[src/rtl/operator_writeback.sv]
// Final operator-pipeline stage: registers each operator sample onto the writeback
// bus and mixes the carrier outputs of one full voice-operator frame into a sample.
package operator_writeback_pkg;
   localparam int VOICE_OPERATOR_ID_WIDTH = 8;
   typedef logic [VOICE_OPERATOR_ID_WIDTH-1:0] VoiceOperatorID_t;
   typedef struct packed {
      logic [2:0] Algorithm;
      logic [2:0] OperatorIndex;
      logic       IsCarrier;
      logic       Feedback;
   } AlgorithmWord_t;
endpackage

module operator_writeback
   import operator_writeback_pkg::*;
#(
   parameter int NUM_VOICE_OPERATORS = 192,
   parameter int ACC_WIDTH           = 24,
   parameter int MIX_SHIFT           = 4
) (
   input  logic                    i_Clock,
   input  logic                    i_Reset,
   input  logic                    i_Valid,
   input  VoiceOperatorID_t        i_VoiceOperator,
   input  AlgorithmWord_t          i_AlgorithmWord,
   input  logic signed [15:0]      i_OperatorOutput,
   output logic                    o_OperatorWritebackValid,
   output VoiceOperatorID_t        o_OperatorWritebackID,
   output logic signed [15:0]      o_OperatorWritebackValue,
   output logic signed [15:0]      o_Sample,
   output logic                    o_SampleValid,
   output logic                    o_FrameOverflow
);

   localparam int IDW = VOICE_OPERATOR_ID_WIDTH;
   localparam VoiceOperatorID_t FIRST_ID = IDW'(0);
   localparam VoiceOperatorID_t LAST_ID  = IDW'(NUM_VOICE_OPERATORS - 1);
   localparam logic [0:0] ST_SYNC = 1'b0;
   localparam logic [0:0] ST_RUN  = 1'b1;
   localparam logic signed [ACC_WIDTH-1:0] SAT_MAX = ACC_WIDTH'(32'sd32767);
   localparam logic signed [ACC_WIDTH-1:0] SAT_MIN = ACC_WIDTH'(-32'sd32768);

   logic [0:0]                   state_q, state_d;
   VoiceOperatorID_t             prev_id_q, prev_id_d;
   logic signed [ACC_WIDTH-1:0]  acc_q, acc_d;
   logic signed [ACC_WIDTH-1:0]  result_q, result_d;
   logic                         close_q, close_d;
   logic                         wb_valid_q, wb_valid_d;
   VoiceOperatorID_t             wb_id_q, wb_id_d;
   logic signed [15:0]           wb_value_q, wb_value_d;
   logic signed [15:0]           sample_q, sample_d;
   logic                         sample_valid_q, sample_valid_d;
   logic                         overflow_q, overflow_d;

   logic signed [ACC_WIDTH-1:0]  contrib_s;
   logic signed [ACC_WIDTH-1:0]  sum_s;
   logic signed [ACC_WIDTH-1:0]  shifted_s;
   logic signed [15:0]           sat_value_s;
   logic                         sat_hit_s;
   logic                         seq_ok_s;
   logic                         unused_algo_s;

   assign unused_algo_s = ^{i_AlgorithmWord.Algorithm, i_AlgorithmWord.OperatorIndex,
                            i_AlgorithmWord.Feedback};

   assign sum_s     = acc_q + contrib_s;
   assign shifted_s = result_q >>> MIX_SHIFT;
   // The wrap LAST_ID -> 0 is not a continuation; ID 0 always restarts a frame instead.
   assign seq_ok_s  = (state_q == ST_RUN) && (prev_id_q != LAST_ID) &&
                      (i_VoiceOperator == prev_id_q + IDW'(1));

   always_comb begin
      if (i_AlgorithmWord.IsCarrier) begin
         contrib_s = ACC_WIDTH'(i_OperatorOutput);
      end else begin
         contrib_s = '0;
      end
   end

   always_comb begin
      wb_valid_d = i_Valid;
      if (i_Valid) begin
         wb_id_d    = i_VoiceOperator;
         wb_value_d = i_OperatorOutput;
      end else begin
         wb_id_d    = wb_id_q;
         wb_value_d = wb_value_q;
      end
   end

   // Frame tracking: result_d only moves on a close, so a new frame may start next cycle.
   always_comb begin
      state_d   = state_q;
      prev_id_d = prev_id_q;
      acc_d     = acc_q;
      result_d  = result_q;
      close_d   = 1'b0;
      if (i_Valid) begin
         if (i_VoiceOperator == FIRST_ID) begin
            state_d   = ST_RUN;
            prev_id_d = i_VoiceOperator;
            acc_d     = contrib_s;
         end else if (seq_ok_s) begin
            prev_id_d = i_VoiceOperator;
            acc_d     = sum_s;
            if (i_VoiceOperator == LAST_ID) begin
               result_d = sum_s;
               close_d  = 1'b1;
            end else begin
               close_d  = 1'b0;
            end
         end else begin
            state_d = ST_SYNC;
         end
      end else begin
         state_d = state_q;
      end
   end

   always_comb begin
      sat_hit_s   = 1'b0;
      sat_value_s = shifted_s[15:0];
      if (shifted_s > SAT_MAX) begin
         sat_hit_s   = 1'b1;
         sat_value_s = 16'sh7FFF;
      end else if (shifted_s < SAT_MIN) begin
         sat_hit_s   = 1'b1;
         sat_value_s = -16'sh8000;
      end else begin
         sat_hit_s   = 1'b0;
      end
   end

   always_comb begin
      sample_valid_d = close_q;
      if (close_q) begin
         sample_d   = sat_value_s;
         overflow_d = overflow_q | sat_hit_s;
      end else begin
         sample_d   = sample_q;
         overflow_d = overflow_q;
      end
   end

   always_ff @(posedge i_Clock) begin
      if (i_Reset) begin
         state_q        <= ST_SYNC;
         prev_id_q      <= '0;
         acc_q          <= '0;
         result_q       <= '0;
         close_q        <= 1'b0;
         wb_valid_q     <= 1'b0;
         wb_id_q        <= '0;
         wb_value_q     <= '0;
         sample_q       <= '0;
         sample_valid_q <= 1'b0;
         overflow_q     <= 1'b0;
      end else begin
         state_q        <= state_d;
         prev_id_q      <= prev_id_d;
         acc_q          <= acc_d;
         result_q       <= result_d;
         close_q        <= close_d;
         wb_valid_q     <= wb_valid_d;
         wb_id_q        <= wb_id_d;
         wb_value_q     <= wb_value_d;
         sample_q       <= sample_d;
         sample_valid_q <= sample_valid_d;
         overflow_q     <= overflow_d;
      end
   end

   assign o_OperatorWritebackValid = wb_valid_q;
   assign o_OperatorWritebackID    = wb_id_q;
   assign o_OperatorWritebackValue = wb_value_q;
   assign o_Sample                 = sample_q;
   assign o_SampleValid            = sample_valid_q;
   assign o_FrameOverflow          = overflow_q;

endmodule
[config.mk]
export PLATFORM = sky130hd
export DESIGN_NAME = operator_writeback
export DESIGN_NICKNAME = d
export VERILOG_FILES = /design/src/rtl/operator_writeback.sv
export SDC_FILE = /design/constraint.sdc
export NUM_CORES = 1
export LEC_CHECK = 0
export CORE_MARGIN = 5
export CORE_UTILIZATION = 40
export DETAILED_ROUTE_END_ITERATION = 12
export PLACE_DENSITY = 0.65
export SYNTH_ARGS = -nofsm -noshare
export SYNTH_HDL_FRONTEND = slang
export SYNTH_SLANG_ARGS = --single-unit
[constraint.sdc]
create_clock -name i_Clock -period 4.35 [get_ports i_Clock]
set_input_delay 1.305 -clock i_Clock [delete_from_list [all_inputs] [get_ports i_Clock]]
set_output_delay 1.305 -clock i_Clock [all_outputs]
set_load 0.01 [all_outputs]
==> impl_summary.md <==
Placed design
The number of buffer cells added on primary ports is 70. The number of instances in the placed design is 964. The area of placed instances is 0.006835 mm^2. The half-perimeter wire length after detailed placement is 11,240 um.

The final weighted congestion in routability-driven placement is 0.9365. Before CTS, the worst setup slack after placement is -0.2736 ns.

Global routing
The global routing usage on met3 is 3.500%. The initial antenna violation count came to 0. The via count of the first global-routing pass is 5,211. The final global-route overflow total is 0. Entering global routing, the biggest net connects 97 pins. Global routing consumed, on the met1 layer, 24.52% of the routing resources. In this run the most used layer during global routing was met2. The first-pass GRT wire length is 25,350 um. The global-route met2 utilization is 31.15%. In the global route stage, overall resource usage came out at 19.10%.

Routing
In the routed design, unresolved DRC markers number 0. The total vias in the final route is 5,444. The final wirelength is 15,530 um. After detailed routing, the average wire length per cell comes to 15.86 um.

The via count normalized by instance count is 5.561. The starting DRC count in detailed routing is 258. In this run the remaining antenna-violating nets after routing total 0. The first detailed-routing pass ran for 4 iterations.

Worst setup path
Together, buffers and inverters on the worst path number 2. The worst setup path is launched from an input pin. The endpoint class of the critical path is a flop. The critical path class is input pin to flop. The cell repeated most along the worst path is sky130_fd_sc_hd__o2111a_1. The worst-path cell with the longest stage delay is sky130_fd_sc_hd__clkdlybuf4s50_1. The arrival time reported for the critical path endpoint is 4.54 ns. The maximum single-stage delay on the critical path is 0.49 ns. At the worst endpoint, the required time is 4.65 ns. In this design, the largest share of critical-path delay is due to compound AO/OA/AOI/OAI gates. Traced cell by cell, the critical path runs through clkdlybuf4s50_1, buf_4, and2_1, ha_1, a21o_1, o21bai_2, o2111a_1, o2111a_1, or2_2, o21a_1, or4_1, nand3_1. Of all nets on the critical path, the largest fanout is 8.

Cells and area
Leaving out fill and tap cells, the most frequent cell in the layout is sky130_fd_sc_hd__dfxtp_1. The library cells used most frequently in the layout, excluding fill and tap cells, are sky130_fd_sc_hd__dfxtp_1 (97), sky130_fd_sc_hd__nor2_1 (83), sky130_fd_sc_hd__nand2_1 (79), sky130_fd_sc_hd__clkdlybuf4s50_1 (69), sky130_fd_sc_hd__buf_4 (68). The proportion of layout cells with a drive suffix above 1 is 13.52%. 0 antenna diodes ended up in the layout.

The net count of the finished layout is 847. The area added between synthesis and finish is 28.64%. The final instance area is 0.007166 mm^2. The count of cells in the finished layout, fillers not included, comes to 979. Once layout is complete, the utilization of the core stands at 52.03%.

Floorplan
The core outline area is 0.01377 mm^2. The overall die area is 0.01639 mm^2. The die span in y is 128.0 um. In this run the core area contains 43 standard-cell rows. The number of primary I/O pins is 78. The horizontal die dimension is 128.0 um. For this configuration, the core starts out at a cell density of 40.44%.

STA
Across the routed clock network, the largest skew measured is 0.01098 ns. Measured against its own limit, the worst slew margin works out to 42.21%. The portion of the clock cycle consumed by the worst path in the final layout is 97.41%. The max-slew violation count is 0. Setup violations remaining at the end of the flow were counted as 0. The final number of hold-violating endpoints is 0. Setup repair after global routing left no endpoint under its margin. The final setup slack of the worst path is 0.1126 ns. Derived from the worst setup path, the maximum achievable clock frequency is 236.0 MHz. The worst path needs 4.237 ns of the cycle, external delays included. At the pin with the least slew margin, the transition time is 0.8656 ns.

Clock tree
The H-tree was split into 3 levels. After clock tree synthesis, the clock-pin slew on the worst setup and hold paths is 0.07 ns. In this run the clock root is driven by a sky130_fd_sc_hd__clkbuf_16. The total number of clock tree sinks is 97. The post-CTS repair timing setup buffer count is 0. The number of clock buffers added by TritonCTS is 9. Clock latency on the worst-skew pair, taken at its later pin, is 0.36 ns. The clock tree from TritonCTS is yes. The maximum count of clock buffers along a single path is 2.

Power
The power density of the placed cells is 260.8 mW/mm^2. Summed over all cells, the static leakage comes to 0.002801 uW. The worst-case IR drop observed on VDD is 0.2278 mV.

Yosys
Synthesis produced a netlist with a net count of 747. The post-synthesis cell type count is 65. The share of async-settable or async-resettable flops after synthesis is 0%. The proportion of synthesized chip area in sequential cells is 34.86%.

The most common flop cell mapped by yosys is sky130_fd_sc_hd__dfxtp_1. By area the synthesized netlist is led by sky130_fd_sc_hd__dfxtp_1 (35%), sky130_fd_sc_hd__mux2i_1 (6.8%), sky130_fd_sc_hd__nor2_1 (5.6%). The synthesized area per cell is 8.015 um^2. The fraction of post-synthesis cell area in the top cell type by area is 34.86%. The cell taking the most area after synthesis is sky130_fd_sc_hd__dfxtp_1. After synthesis the cells add up to 0.005570 mm^2.

Synthesis inferred 97 register bits. Counting flops with a built-in enable in the synthesized netlist gives 0. The instance count of the mapped netlist is 695.

For this run, the number of Yosys warnings is 0.

Worst hold path
In this run the worst hold path is classified as flop to flop.

Job
Max-cap violations in this run came to 0.

Status
The flow ran to the end, and the final reports show no timing, DRC or antenna violations.
==> layer usage <==
metal | share of wire [%] | vias up | wire length, um
met2 | 47 | 168 | 7232
met5 | 0 | - | 0
met4 | 3.1 | 0 | 480
met3 | 5.4 | 38 | 838
met1 | 45 | 2541 | 6980
li1 | - | 2697 | -
==> synth_stat cells, types with 3 or more instances <==
master / count
sky130_fd_sc_hd__dfxtp_1: 97
sky130_fd_sc_hd__nor2_1: 83
sky130_fd_sc_hd__nand2_1: 79
sky130_fd_sc_hd__a21oi_1: 57
sky130_fd_sc_hd__clkbuf_1: 40
sky130_fd_sc_hd__mux2i_1: 38
sky130_fd_sc_hd__o21ai_0: 25
sky130_fd_sc_hd__xnor2_1: 22
sky130_fd_sc_hd__and2_1: 19
sky130_fd_sc_hd__o211ai_1: 19
sky130_fd_sc_hd__nand2b_1: 18
sky130_fd_sc_hd__ha_1: 16
sky130_fd_sc_hd__nand3_1: 14
sky130_fd_sc_hd__nor3_1: 14
sky130_fd_sc_hd__a211oi_1: 12
sky130_fd_sc_hd__a311oi_1: 12
sky130_fd_sc_hd__xor2_1: 10
sky130_fd_sc_hd__o22ai_1: 8
sky130_fd_sc_hd__a31oi_1: 7
sky130_fd_sc_hd__nor4_1: 7
sky130_fd_sc_hd__a21o_1: 6
sky130_fd_sc_hd__or2_2: 6
sky130_fd_sc_hd__and3_1: 5
sky130_fd_sc_hd__buf_1: 5
sky130_fd_sc_hd__inv_1: 4
sky130_fd_sc_hd__nand4_1: 4
sky130_fd_sc_hd__nor4b_1: 4
sky130_fd_sc_hd__a21boi_0: 3
sky130_fd_sc_hd__a221oi_1: 3
sky130_fd_sc_hd__buf_2: 3
sky130_fd_sc_hd__buf_4: 3
sky130_fd_sc_hd__nor2b_1: 3
sky130_fd_sc_hd__nor3b_1: 3
sky130_fd_sc_hd__o41ai_1: 3
sky130_fd_sc_hd__or3_1: 3
==> final timing paths <==
kind	cells past startpoint	to	startpoint	slack (ns)
setup reg to reg	9	acc_q[8]	prev_id_q[0]	1.41
hold reg to reg	2	acc_q[10]	acc_q[10]	0.46
hold / removal	2	acc_q[10]	acc_q[10]	0.46
setup / recovery	12	result_q[17]	i_AlgorithmWord[1]	0.11
==> through the flow <==
step | hold slack (ns) | total power (uW) | setup TNS [ns]
2_1_floorplan | 0.4341 | 1038 | 0
3_3_place_gp | 0.4458 | 1141 | -2.956
3_5_place_dp | 0.4533 | 1146 | -3.618
4_1_cts | 0.4652 | 1890 | 0
5_1_grt | 0.4721 | 1944 | 0
6_report | 0.4638 | 1869 | 0
==> layout make-up <==
class | count | area [um^2]
Fill cell | 1339 | 6608
Clock buffer | 9 | 225.2
Tap cell | 180 | 225.2
Sequential cell | 97 | 1942
Inverter | 5 | 18.77
Timing Repair Buffer | 140 | 1246
Clock inverter | 6 | 43.79
Multi-Input combinational cell | 542 | 3465
==> worst reg2reg max path, delay by kind of cell, from the launching register on <==
| kind | cells | cell delay, ns |
|---|---|---|
| fa+ha+maj | 1 | 0.29 |
| simple gates | 4 | 1.25 |
| compound gates | 2 | 0.49 |
| buf+inv | 1 | 0.22 |
| xor+xnor | 1 | 0.13 |
| flops | 1 | 0.46 |
==> kinds of logic (layout without fill, tap and decap cells) <==
logic type,Yosys count,count (layout),synth area share (%)
buffers and inverters,56,160,4.043
AOI/OAI and AO/OA,180,180,21.43
DFF,97,97,34.86
adders and majority gates,17,17,3.953
muxes,38,38,6.828
xor gates and xnor gates,32,32,5.031
and+or+nand+nor,275,275,23.85
==> sequential cells by signal, indices dropped and copies added (netlist names) <==
name                      flops
o_Sample                     16
o_OperatorWritebackID         8
o_SampleValid                 1
state_q                       1
o_OperatorWritebackValid      1
acc_q                        24
prev_id_q                     8
o_FrameOverflow               1
close_q                       1
result_q                     20
o_OperatorWritebackValue     16
==> power breakdown <==
group | switching [uW] | leakage, uW | internal [uW]
Clock | 356 | 0.000120 | 385
Combinational | 111 | 0.00190 | 107
Sequential | 7.99 | 0.000786 | 902
Total | 475 | 0.00280 | 1390
==> what timing repair did <==
| action | in CTS | in global routing |
|---|---|---|
| setup endpoints to repair | 0 | 18 |
| hold buffers | 0 | 0 |
| hold endpoints to repair | 0 | 0 |
| resized for setup | 0 | 12 |
Note: power is estimated with default switching activity, not from simulation.
